<file path="src/rtl/cpu10_pkg.sv">
// Shared definitions for the 10-bit pipelined CPU: opcodes, HALT function code,
// jump-field sign extension and the fetch FSM encoding.
package cpu10_pkg;

  localparam int unsigned PC_W = 10;

  localparam logic [2:0] OP_RTYPE = 3'b000;
  localparam logic [2:0] OP_SHIFT = 3'b001;
  localparam logic [2:0] OP_BNE   = 3'b010;
  localparam logic [2:0] OP_ADDI  = 3'b011;
  localparam logic [2:0] OP_JMP   = 3'b100;
  localparam logic [2:0] OP_BEQ   = 3'b101;
  localparam logic [2:0] OP_LOAD  = 3'b110;
  localparam logic [2:0] OP_STORE = 3'b111;

  localparam logic [1:0] FUNC_HALT = 2'b10;

  typedef enum logic [1:0] {
    ST_RUN    = 2'd0,
    ST_HOLD   = 2'd1,
    ST_HALTED = 2'd2
  } fetch_state_e;

  function automatic logic [PC_W-1:0] sext_jmp(input logic [6:0] field);
    return {{3{field[6]}}, field};
  endfunction

endpackage

</file>
<file path="src/rtl/if_id_stage_if.sv">
// Bundle of the fetch stage's ROM, hazard/EX control and IF/ID outputs.
// master = fetch stage, slave = surrounding pipeline / ROM.
interface if_id_stage_if #(
  parameter int unsigned CNT_W = 16
);
  logic [9:0]       imem_addr;
  logic [9:0]       imem_rdata;
  logic             stall;
  logic             redirect;
  logic [9:0]       redirect_pc;
  logic             halt_commit;
  logic             id_valid;
  logic [9:0]       id_instr;
  logic [9:0]       id_pc;
  logic [9:0]       id_pc_plus1;
  logic             fetch_halted;
  logic [CNT_W-1:0] fetch_count;

  modport master (
    output imem_addr, id_valid, id_instr, id_pc, id_pc_plus1, fetch_halted, fetch_count,
    input  imem_rdata, stall, redirect, redirect_pc, halt_commit
  );

  modport slave (
    input  imem_addr, id_valid, id_instr, id_pc, id_pc_plus1, fetch_halted, fetch_count,
    output imem_rdata, stall, redirect, redirect_pc, halt_commit
  );
endinterface

</file>
<file path="src/rtl/fetch_predecode.sv">
// Combinational JMP/HALT detector; shared with the decode stage.
module fetch_predecode
  import cpu10_pkg::*;
(
  input  logic [9:0] instr_i,
  output logic       is_jmp_o,
  output logic       is_halt_o,
  output logic [9:0] jmp_target_o
);
  assign is_jmp_o     = (instr_i[9:7] == OP_JMP);
  assign is_halt_o    = (instr_i[9:7] == OP_SHIFT) && (instr_i[1:0] == FUNC_HALT);
  assign jmp_target_o = sext_jmp(instr_i[6:0]);
endmodule

</file>
<file path="src/rtl/if_id_stage.sv">
// Instruction fetch + IF/ID register: owns the PC, resolves JMP early,
// parks in HOLD after a fetched HALT and in HALTED once EX commits it.
module if_id_stage
  import cpu10_pkg::*;
#(
  parameter logic [9:0]  RESET_PC = 10'd0,
  parameter int unsigned CNT_W    = 16
) (
  input  logic           clk,
  input  logic           rst,
  if_id_stage_if.master  bus
);
  fetch_state_e     state_q;
  logic [9:0]       pc_q;
  logic             id_valid_q;
  logic [9:0]       id_instr_q;
  logic [9:0]       id_pc_q;
  logic [9:0]       id_pc_plus1_q;
  logic             halted_q;
  logic [CNT_W-1:0] cnt_q;
  logic [9:0]       pc_d;

  logic       is_jmp;
  logic       is_halt;
  logic [9:0] jmp_target;

  fetch_predecode u_predecode (
    .instr_i      (bus.imem_rdata),
    .is_jmp_o     (is_jmp),
    .is_halt_o    (is_halt),
    .jmp_target_o (jmp_target)
  );

  // Next PC for a normal RUN advance; a fetched HALT parks the PC on itself.
  always_comb begin
    pc_d = pc_q + 10'd1;
    if (is_jmp)       pc_d = jmp_target;
    else if (is_halt) pc_d = pc_q;
  end

  always_ff @(posedge clk or posedge rst) begin
    if (rst) begin
      state_q       <= ST_RUN;
      pc_q          <= RESET_PC;
      id_valid_q    <= 1'b0;
      id_instr_q    <= '0;
      id_pc_q       <= '0;
      id_pc_plus1_q <= 10'd1;
      halted_q      <= 1'b0;
      cnt_q         <= '0;
    end else if (state_q != ST_HALTED) begin
      if (bus.halt_commit) begin
        state_q    <= ST_HALTED;
        halted_q   <= 1'b1;
        id_valid_q <= 1'b0;
      end else if (bus.redirect) begin
        state_q    <= ST_RUN;
        pc_q       <= bus.redirect_pc;
        id_valid_q <= 1'b0;
      end else if (!bus.stall) begin
        if (state_q == ST_RUN) begin
          id_valid_q    <= 1'b1;
          id_instr_q    <= bus.imem_rdata;
          id_pc_q       <= pc_q;
          id_pc_plus1_q <= pc_q + 10'd1;
          pc_q          <= pc_d;
          if (cnt_q != '1) cnt_q <= cnt_q + 1'b1;
          if (is_halt) state_q <= ST_HOLD;
        end else begin
          id_valid_q <= 1'b0;
        end
      end
    end
  end

  assign bus.imem_addr    = pc_q;
  assign bus.id_valid     = id_valid_q;
  assign bus.id_instr     = id_instr_q;
  assign bus.id_pc        = id_pc_q;
  assign bus.id_pc_plus1  = id_pc_plus1_q;
  assign bus.fetch_halted = halted_q;
  assign bus.fetch_count  = cnt_q;
endmodule
</file>
<file path="src/flat_wrapper.sv">
// flat-port wrapper written by rule: the top's interface ports become plain ports
module if_id_stage_flat import cpu10_pkg::*;
#(
  parameter logic [9:0]  RESET_PC = 10'd0,
  parameter int unsigned CNT_W    = 16
)
  (clk, rst, bus_imem_addr, bus_id_valid, bus_id_instr, bus_id_pc, bus_id_pc_plus1, bus_fetch_halted, bus_fetch_count, bus_imem_rdata, bus_stall, bus_redirect, bus_redirect_pc, bus_halt_commit);
  if_id_stage_if #(.CNT_W(CNT_W)) bus_i ();
  input  logic clk;
  input  logic rst;
  output wire logic [$bits(bus_i.imem_addr)-1:0] bus_imem_addr;
  output wire logic [$bits(bus_i.id_valid)-1:0] bus_id_valid;
  output wire logic [$bits(bus_i.id_instr)-1:0] bus_id_instr;
  output wire logic [$bits(bus_i.id_pc)-1:0] bus_id_pc;
  output wire logic [$bits(bus_i.id_pc_plus1)-1:0] bus_id_pc_plus1;
  output wire logic [$bits(bus_i.fetch_halted)-1:0] bus_fetch_halted;
  output wire logic [$bits(bus_i.fetch_count)-1:0] bus_fetch_count;
  input wire logic [$bits(bus_i.imem_rdata)-1:0] bus_imem_rdata;
  input wire logic [$bits(bus_i.stall)-1:0] bus_stall;
  input wire logic [$bits(bus_i.redirect)-1:0] bus_redirect;
  input wire logic [$bits(bus_i.redirect_pc)-1:0] bus_redirect_pc;
  input wire logic [$bits(bus_i.halt_commit)-1:0] bus_halt_commit;
  assign bus_imem_addr = bus_i.imem_addr;
  assign bus_id_valid = bus_i.id_valid;
  assign bus_id_instr = bus_i.id_instr;
  assign bus_id_pc = bus_i.id_pc;
  assign bus_id_pc_plus1 = bus_i.id_pc_plus1;
  assign bus_fetch_halted = bus_i.fetch_halted;
  assign bus_fetch_count = bus_i.fetch_count;
  assign bus_i.imem_rdata = bus_imem_rdata;
  assign bus_i.stall = bus_stall;
  assign bus_i.redirect = bus_redirect;
  assign bus_i.redirect_pc = bus_redirect_pc;
  assign bus_i.halt_commit = bus_halt_commit;
  if_id_stage #(.RESET_PC(RESET_PC), .CNT_W(CNT_W)) u_core (.clk(clk), .rst(rst), .bus(bus_i));
endmodule
</file>
<file path="config.mk">
export PLATFORM = sky130hd
export DESIGN_NAME = if_id_stage_flat
export DESIGN_NICKNAME = d
export VERILOG_FILES = /design/src/rtl/cpu10_pkg.sv /design/src/rtl/if_id_stage_if.sv /design/src/rtl/fetch_predecode.sv /design/src/rtl/if_id_stage.sv /design/src/flat_wrapper.sv
export SDC_FILE = /design/constraint.sdc
export NUM_CORES = 1
export LEC_CHECK = 0
export ABC_AREA = 1
export CORE_ASPECT_RATIO = 1.2
export CORE_MARGIN = 4
export CORE_UTILIZATION = 52
export DETAILED_ROUTE_END_ITERATION = 8
export PLACE_DENSITY_LB_ADDON = 0.12
export SYNTH_ARGS = -nofsm -noshare
export SYNTH_HDL_FRONTEND = slang
export SYNTH_SLANG_ARGS = --single-unit
</file>
<file path="constraint.sdc">
create_clock -name clk -period 4.7 [get_ports clk]
set_input_delay 0.705 -clock clk [delete_from_list [all_inputs] [get_ports clk]]
set_output_delay 0.705 -clock clk [all_outputs]
set_load 0.02 [all_outputs]
</file>
==> out/results.env, run 1 <==
SETUP_SLACK_PS=2330
CTS.REPORTEDPATHS.CLKPINSLEW_PS=70
POWER_FRAC_COMB_PCT=42.1
R2R_END='u_core.bus.fetch_count[9]'
PWR-SHARE-CLK_PCT=22.3
SYN_INST=414
NUM_VIAS=2966
AREA_OCCUPIED_BY_MULTI_INPUT_GATES_MM2=0.00135
SWITCHING_SHARE_PCT=38.3
MIN_PATH_CELLS=2
GLOBAL_ROUTE_WIRE_LENGTH_BEFORE_REPAIR_MM=13.6
FLOORPLAN.DIE_AREA_MM2=0.00720
GRTUSAGETOTAL_PCT=24.1
CLOCK_PATH_BUFFERS=2
CRITICAL_PATH.CELL_CHAIN='clkdlybuf4s50_1, inv_1, nand2_1, nand2_1, inv_1, nand2_1, o21ai_0'
SYNTH_WARN=0
IO_BUFFER_COUNT=82
GPL.FINAL_WEIGHTED_CONGESTION=0.862
REGISTER_AREA_SHARE_AFTER_SYNTHESIS_PCT=48.9
PIN_COUNT=83
DRTPASS1ITERATIONS=5
CP_MAX_FO=12
PLACEABLECOREAREA_MM2=0.00571
IRDROPWORSTVDD_V=0.000419
TNS_PS=0
DP_HPWL_MM=5.84
TIGHTESTPINTRANSITION_PS=814
SYNTH-SEQ-CELLS=60
POST-SYNTH-TOP-AREA-CELL='sky130_fd_sc_hd__dfrtp_1'
CLOCK-ROOT-BUFFER='sky130_fd_sc_hd__clkbuf_8'
VIA_COUNT_OF_THE_FIRST_GLOBAL_ROUTING_PASS=2922
ANTENNADIODECOUNT=0
INTERNAL-POWER_mW=1.51
POST-CTS-SETUP-BUFFER-COUNT=0
ROUTE.ANTENNA.REMAINING_NETS=0
DRT_DRC_VIOLATIONS_LEFT=0
REG2REGPATHDEPTH=8
WORST-PATH-BUF-INV=3
CTSRESIZECOUNT=0
SYNTH_TOP_AREA_SHARE_PCT=48.1
TRITONCTS='yes'
SLOWEST_DELAY_PS=560
MAPPEDNETLISTNETS=441
POST-ROUTE-PERIOD-UTIL_PCT=50.5
TRITONCTS.NUM_BUFFERS=9
SETUP_VIOL=0
CRIT_REQUIRED_PS=4920
STATUS='finished clean'
MIN_DELAY_WORST_ENDPOINT='u_core.bus.id_pc_plus1[0]'
GRT_SETUP_UNREPAIRED='false'
DIE_W_UM=78.1
CTS_NUM_SINKS=60
REG2REG_SETUP_SLACK_PS=2650
DETAILEDPLACE.WORSTSLACK_PS=1980
LEAK_PWR_nW=2.04
CRIT_PATH_TOP_DELAY_CELL='sky130_fd_sc_hd__clkdlybuf4s50_1'
CTS_MAX_LEVEL=3
P_TOTAL_mW=2.45
FINAL-SEQ-AREA_MM2=0.00150
CRITICAL_PATH_S_TOP_DELAY_FAMILY='buffers and inverters'
HOLD_PATH_CLASS='reg -> reg'
ANTENNA_FOUND_INITIAL=0
PERIOD_MINUS_SLACK_PS=2370
CRIT_TOP_CELL='sky130_fd_sc_hd__nand2_1'
CRIT_ARRIVAL_PS=2590
ROWS=30
CAP_VIOL_MAX_COUNT=0
RELSLEWSLACK_PCT=45.7
HOLDWS_PS=476
P_SW_uW=938
LAYOUT.FILLER_CELLS=472
FINAL_CORE_UTILIZATION_PCT=73.3
DRT-VIAS-PER-INSTANCE=5.10
INITIAL_UTILIZATION_PCT=53.8
CRITPATHLAUNCH='bus_redirect'
LAYOUT.CELLS.MOST_COMMON_LIST='sky130_fd_sc_hd__nand2_1 (176), sky130_fd_sc_hd__clkdlybuf4s50_1 (82), sky130_fd_sc_hd__dfrtp_1 (59)'
LAYOUT.CELLS.MOST_COMMON='sky130_fd_sc_hd__nand2_1'
CP_NUM_CELLS=7
POST_SYNTH_MAIN_AREA_CONTRIBUTORS='sky130_fd_sc_hd__dfrtp_1 (48%), sky130_fd_sc_hd__nand2_1 (22%), sky130_fd_sc_hd__nand3_1 (5.4%)'
P_SEQ_SHARE_PCT=35.6
DRV_SLEW=0
MAPPED_CELL_AREA_MM2=0.00307
HOLDBUFCOUNTCTS=0
WORSTHOLDSTART='u_core.bus.id_pc_plus1[0]'
LARGEST_NET_DEGREE_AT_THE_START_OF_GLOBAL_ROUTING=47
WL_MM=8.15
TIMING.CRITICAL_PATH.TO_TYPE='flop'
R2R-START='u_core.bus.fetch_count[0]'
LAYOUT-DRIVE-GT1-SHARE_PCT=4.98
SYNTH.AVG_CELL_AREA_UM2=7.42
CHIPHEIGHT_UM=92.2
FINALHOLDVIOLATIONS=0
WORST-SETUP-PATH-TYPE='in -> reg'
YOSYS.CELL_TYPES.COUNT=24
WORST_SETUP_PATH_START_KIND='primary input'
GLOBAL_ROUTE.OVERFLOW_TOTAL=0
POWERDENSITY_mW_PER_MM2=586
CLOCK_LATENCY_PS=350
SYN_TO_FINAL_GROWTH_PCT=36.2
ACHIEVABLE-FREQUENCY_GHz=0.422
DRT-INITIAL-DRC-COUNT=151
FINALNETCOUNT=524
WL_PER_CELL_UM=14.0
CLOCK-SKEW-FINAL_PS=7.29
-- cell type report --
| cell class | instances | area share [%] |
|---|---|---|
| multi-input cells | 299 | 32.2 |
| flip-flops and latches | 60 | 35.9 |
| clock inverters | 3 | 1.62 |
| well taps | 80 | 2.39 |
| clock buffers | 13 | 4.04 |
| inverters | 43 | 3.86 |
| repair buffers | 84 | 20.0 |
-- stage by stage --
stage	cell area [um2]	cells
2_1_floorplan	3070	414
3_3_place_gp	3950	566
3_5_place_dp	3950	566
4_1_cts	4180	582
5_1_grt	4180	582
6_report	4180	582
-- synthesized netlist by cell type --
| master | n |
|---|---|
| sky130_fd_sc_hd__nand2_1 | 176 |
| sky130_fd_sc_hd__dfrtp_1 | 59 |
| sky130_fd_sc_hd__inv_1 | 41 |
| sky130_fd_sc_hd__nand3_1 | 33 |
| sky130_fd_sc_hd__nor2_1 | 31 |
| sky130_fd_sc_hd__o21ai_0 | 26 |
| sky130_fd_sc_hd__xnor2_1 | 10 |
| sky130_fd_sc_hd__clkbuf_1 | 5 |
| sky130_fd_sc_hd__nand4_1 | 5 |
| sky130_fd_sc_hd__buf_2 | 4 |
| sky130_fd_sc_hd__o21a_1 | 4 |
| sky130_fd_sc_hd__xor2_1 | 4 |
| sky130_fd_sc_hd__a21oi_1 | 2 |
| sky130_fd_sc_hd__ha_1 | 2 |
| sky130_fd_sc_hd__inv_2 | 2 |
| sky130_fd_sc_hd__nor3_1 | 2 |
| sky130_fd_sc_hd__buf_1 | 1 |
| sky130_fd_sc_hd__buf_4 | 1 |
| sky130_fd_sc_hd__buf_6 | 1 |
| sky130_fd_sc_hd__dfstp_2 | 1 |
| sky130_fd_sc_hd__nand2_2 | 1 |
| sky130_fd_sc_hd__nand3_2 | 1 |
| sky130_fd_sc_hd__nor2_4 | 1 |
| sky130_fd_sc_hd__o21ai_4 | 1 |
-- registers in the layout, summed over array words and instances (netlist names) --
name	cells
u_core.bus.fetch_count	16
u_core.bus.fetch_halted	1
u_core.bus.id_instr	10
u_core.bus.id_pc	10
u_core.bus.id_pc_plus1	10
u_core.bus.id_valid	1
u_core.bus.imem_addr	10
u_core.state_q	2
-- per-layer routing --
metal  GRT usage (%)  wire length (um)
met5               0                 0
met4            12.4               218
met3            4.81               426
met2            41.6              4210
met1            28.3              3300
-- power by group through the flow --
stage	logic, mW	clock network (mW)	registers [mW]
6_report	1.03	0.546	0.872
5_1_grt	1.12	0.571	0.895
4_1_cts	1.04	0.546	0.869
3_5_place_dp	1.03	0	0.874
3_3_place_gp	1.01	0	0.868
2_1_floorplan	0.337	0	1.07
-- tightest hold or removal path: cells and delay by family (launching register included) --
kind             cells  cell delay, ps
AND/OR/NAND/NOR      2             100
flip-flops           1             370
-- how the worst max path moves through the flow --
stage                                           end  slack (ps)
after floorplan           u_core.bus.fetch_count[0]        2510
after global placement      u_core.bus.imem_addr[1]        2070
after detailed placement    u_core.bus.imem_addr[1]        1980
after CTS                   u_core.bus.imem_addr[1]        2370
after global routing        u_core.bus.imem_addr[1]        2150
final                       u_core.bus.imem_addr[1]        2330
-- cells by family after synthesis --
kind of cell	Yosys count	synth area share, %
simple gates	250	32.9
flops	60	48.9
buf+inv	55	7.25
compound gates	33	6.07
xor+xnor	14	3.99
fa+ha+maj	2	0.815
Power figures use the tool's default switching activity.
==> inputs of run 2 (changes only) <==
Settings changed: CORE_UTILIZATION 52 to 44.
Clock period 4.7 ns to 1.95 ns, I/O delays scaled along.
==> out/results.env, run 2 (synthesis results as in run 1) <==
STATUS='finished clean'
ANTENNA_FOUND_INITIAL=0
SLOWEST_DELAY_PS=610
ROUTE.ANTENNA.REMAINING_NETS=0
POST-CTS-SETUP-BUFFER-COUNT=0
GLOBAL_ROUTE_WIRE_LENGTH_BEFORE_REPAIR_MM=13.6
IO_BUFFER_COUNT=82
LAYOUT.FILLER_CELLS=647
REG2REG_SETUP_SLACK_PS=320
LAYOUT-DRIVE-GT1-SHARE_PCT=6.84
LAYOUT.CELLS.MOST_COMMON='sky130_fd_sc_hd__nand2_1'
CAP_VIOL_MAX_COUNT=0
ROWS=33
CP_MAX_FO=2
INTERNAL-POWER_mW=3.61
CLOCK-SKEW-FINAL_PS=6.03
SYN_TO_FINAL_GROWTH_PCT=38.7
ACHIEVABLE-FREQUENCY_GHz=0.560
WL_PER_CELL_UM=13.2
CLOCK-ROOT-BUFFER='sky130_fd_sc_hd__clkbuf_8'
FINALHOLDVIOLATIONS=0
LEAK_PWR_nW=2.09
TIGHTESTPINTRANSITION_PS=449
R2R-START='u_core.bus.fetch_count[1]'
CTS.REPORTEDPATHS.CLKPINSLEW_PS=70
HOLD_PATH_CLASS='in -> async'
IRDROPWORSTVDD_V=0.000822
LAYOUT.CELLS.MOST_COMMON_LIST='sky130_fd_sc_hd__nand2_1 (176), sky130_fd_sc_hd__clkdlybuf4s50_1 (82), sky130_fd_sc_hd__dfrtp_1 (59)'
POWERDENSITY_mW_PER_MM2=1370
AREA_OCCUPIED_BY_MULTI_INPUT_GATES_MM2=0.00135
REG2REGPATHDEPTH=8
FINAL-SEQ-AREA_MM2=0.00150
POST_DP_CELL_AREA_MM2=0.00404
CRITICAL_PATH_S_TOP_DELAY_FAMILY='buffers and inverters'
CLOCK_LATENCY_PS=340
LARGEST_NET_DEGREE_AT_THE_START_OF_GLOBAL_ROUTING=36
TRITONCTS.NUM_BUFFERS=9
CTSRESIZECOUNT=0
WORST-SETUP-PATH-TYPE='reg -> out'
CRIT_REQUIRED_PS=1660
PIN_COUNT=83
INITIAL_UTILIZATION_PCT=45.1
STDCELL_COUNT=599
DRT_DRC_VIOLATIONS_LEFT=0
CTS_MAX_LEVEL=3
GLOBAL_ROUTE.OVERFLOW_TOTAL=0
CRITICAL_PATH.CELL_CHAIN='clkdlybuf4s50_1'
CRIT_ARRIVAL_PS=1490
PLACEABLECOREAREA_MM2=0.00681
SWITCHING_SHARE_PCT=38.4
NUM_VIAS=2891
DRT-VIAS-PER-INSTANCE=4.83
DRT-INITIAL-DRC-COUNT=110
P_SEQ_SHARE_PCT=35.9
PERIOD_MINUS_SLACK_PS=1790
POWER_FRAC_COMB_PCT=43.1
CHIPHEIGHT_UM=99.5
VIA_COUNT_OF_THE_FIRST_GLOBAL_ROUTING_PASS=2942
FINALNETCOUNT=534
DP.CELLS=583
GPL.FINAL_WEIGHTED_CONGESTION=0.787
RELSLEWSLACK_PCT=70.0
DRV_SLEW=0
WORST_SETUP_PATH_START_KIND='flop'
P_SW_mW=2.24
PWR-SHARE-CLK_PCT=21.0
CRITPATHLAUNCH='u_core.bus.id_pc_plus1[0]'
MAX_FFS_PER_REGISTER=16
ANTENNADIODECOUNT=0
TNS_PS=0
TRITONCTS='yes'
GRTUSAGETOTAL_PCT=20.4
WORST-PATH-BUF-INV=1
GRT_SETUP_UNREPAIRED='false'
CLOCK_PATH_BUFFERS=2
TIMING.CRITICAL_PATH.TO_TYPE='output pin'
P_TOTAL_mW=5.85
HOLDWS_PS=287
CTS_NUM_SINKS=60
SETUP_VIOL=0
POST-ROUTE-PERIOD-UTIL_PCT=91.6
WL_MM=7.90
DP_HPWL_MM=6.04
CRIT_PATH_TOP_DELAY_CELL='sky130_fd_sc_hd__clkdlybuf4s50_1'
FIN_AREA_MM2=0.00426
DRTPASS1ITERATIONS=4
FLOORPLAN.DIE_AREA_MM2=0.00838
R2R_END='u_core.bus.fetch_count[6]'
HOLDBUFCOUNTCTS=0
DIE_W_UM=84.3
[run 2: cell count changes in the layout (fill, tap and decap cells not counted)]
cell,previous run,this run
sky130_fd_sc_hd__buf_12,0,1
sky130_fd_sc_hd__clkbuf_8,12,10
sky130_fd_sc_hd__clkinv_2,0,3
sky130_fd_sc_hd__clkinvlp_4,1,0
sky130_fd_sc_hd__buf_4,2,11
[run 2: power groups by stage]
stage          clock network [mW]  registers, mW  logic (mW)
6_report                     1.23           2.10        2.52
5_1_grt                      1.32           2.16        2.77
4_1_cts                      1.25           2.10        2.55
3_5_place_dp                    0           2.11        2.54
3_3_place_gp                    0           2.10        2.50
2_1_floorplan                   0           2.57       0.811
[run 2: stage by stage]
stage	util [%]	worst slack (ps)
finish	62.5	165
global route	62.5	137
CTS	62.5	154
detailed placement	59.3	136
global placement	59.3	174
floorplan	-	174
[run 2: metal layers]
metal  share of wire [%]  global-route usage [%]  vias to the layer above  wire, um
li1                    -                       -                     1468         -
met2                  50                    34.8                       65      3940
met5                   0                       0                        -         0
met1                  44                    25.3                     1350      3500
met4                 1.4                    7.30                        0       109
met3                 4.4                    4.72                        8       345
[run 2: layout make-up]
class	count	share of cell area (%)
flip-flops and latches	60	35.3
repair buffers	94	21.7
multi-input cells	299	31.6
clock inverters	5	1.76
clock buffers	11	3.32
inverters	43	3.79
well taps	87	2.56
[run 2: worst max-delay path by stage]
stage	to	slack, ps	cells past startpoint
global placement	u_core.bus.imem_addr[8]	170	10
finish	bus_id_pc_plus1[0]	160	1
detailed placement	u_core.bus.imem_addr[8]	140	10
CTS	bus_id_pc_plus1[0]	150	1
global route	bus_id_pc_plus1[0]	140	1
floorplan	u_core.bus.fetch_count[0]	170	1
==> inputs of run 3 (changes only) <==
Settings changed: CTS_CLUSTER_SIZE from default to 10.
==> results of run 3 <==
Final layout, timing and power as in run 2 (identical DEF).
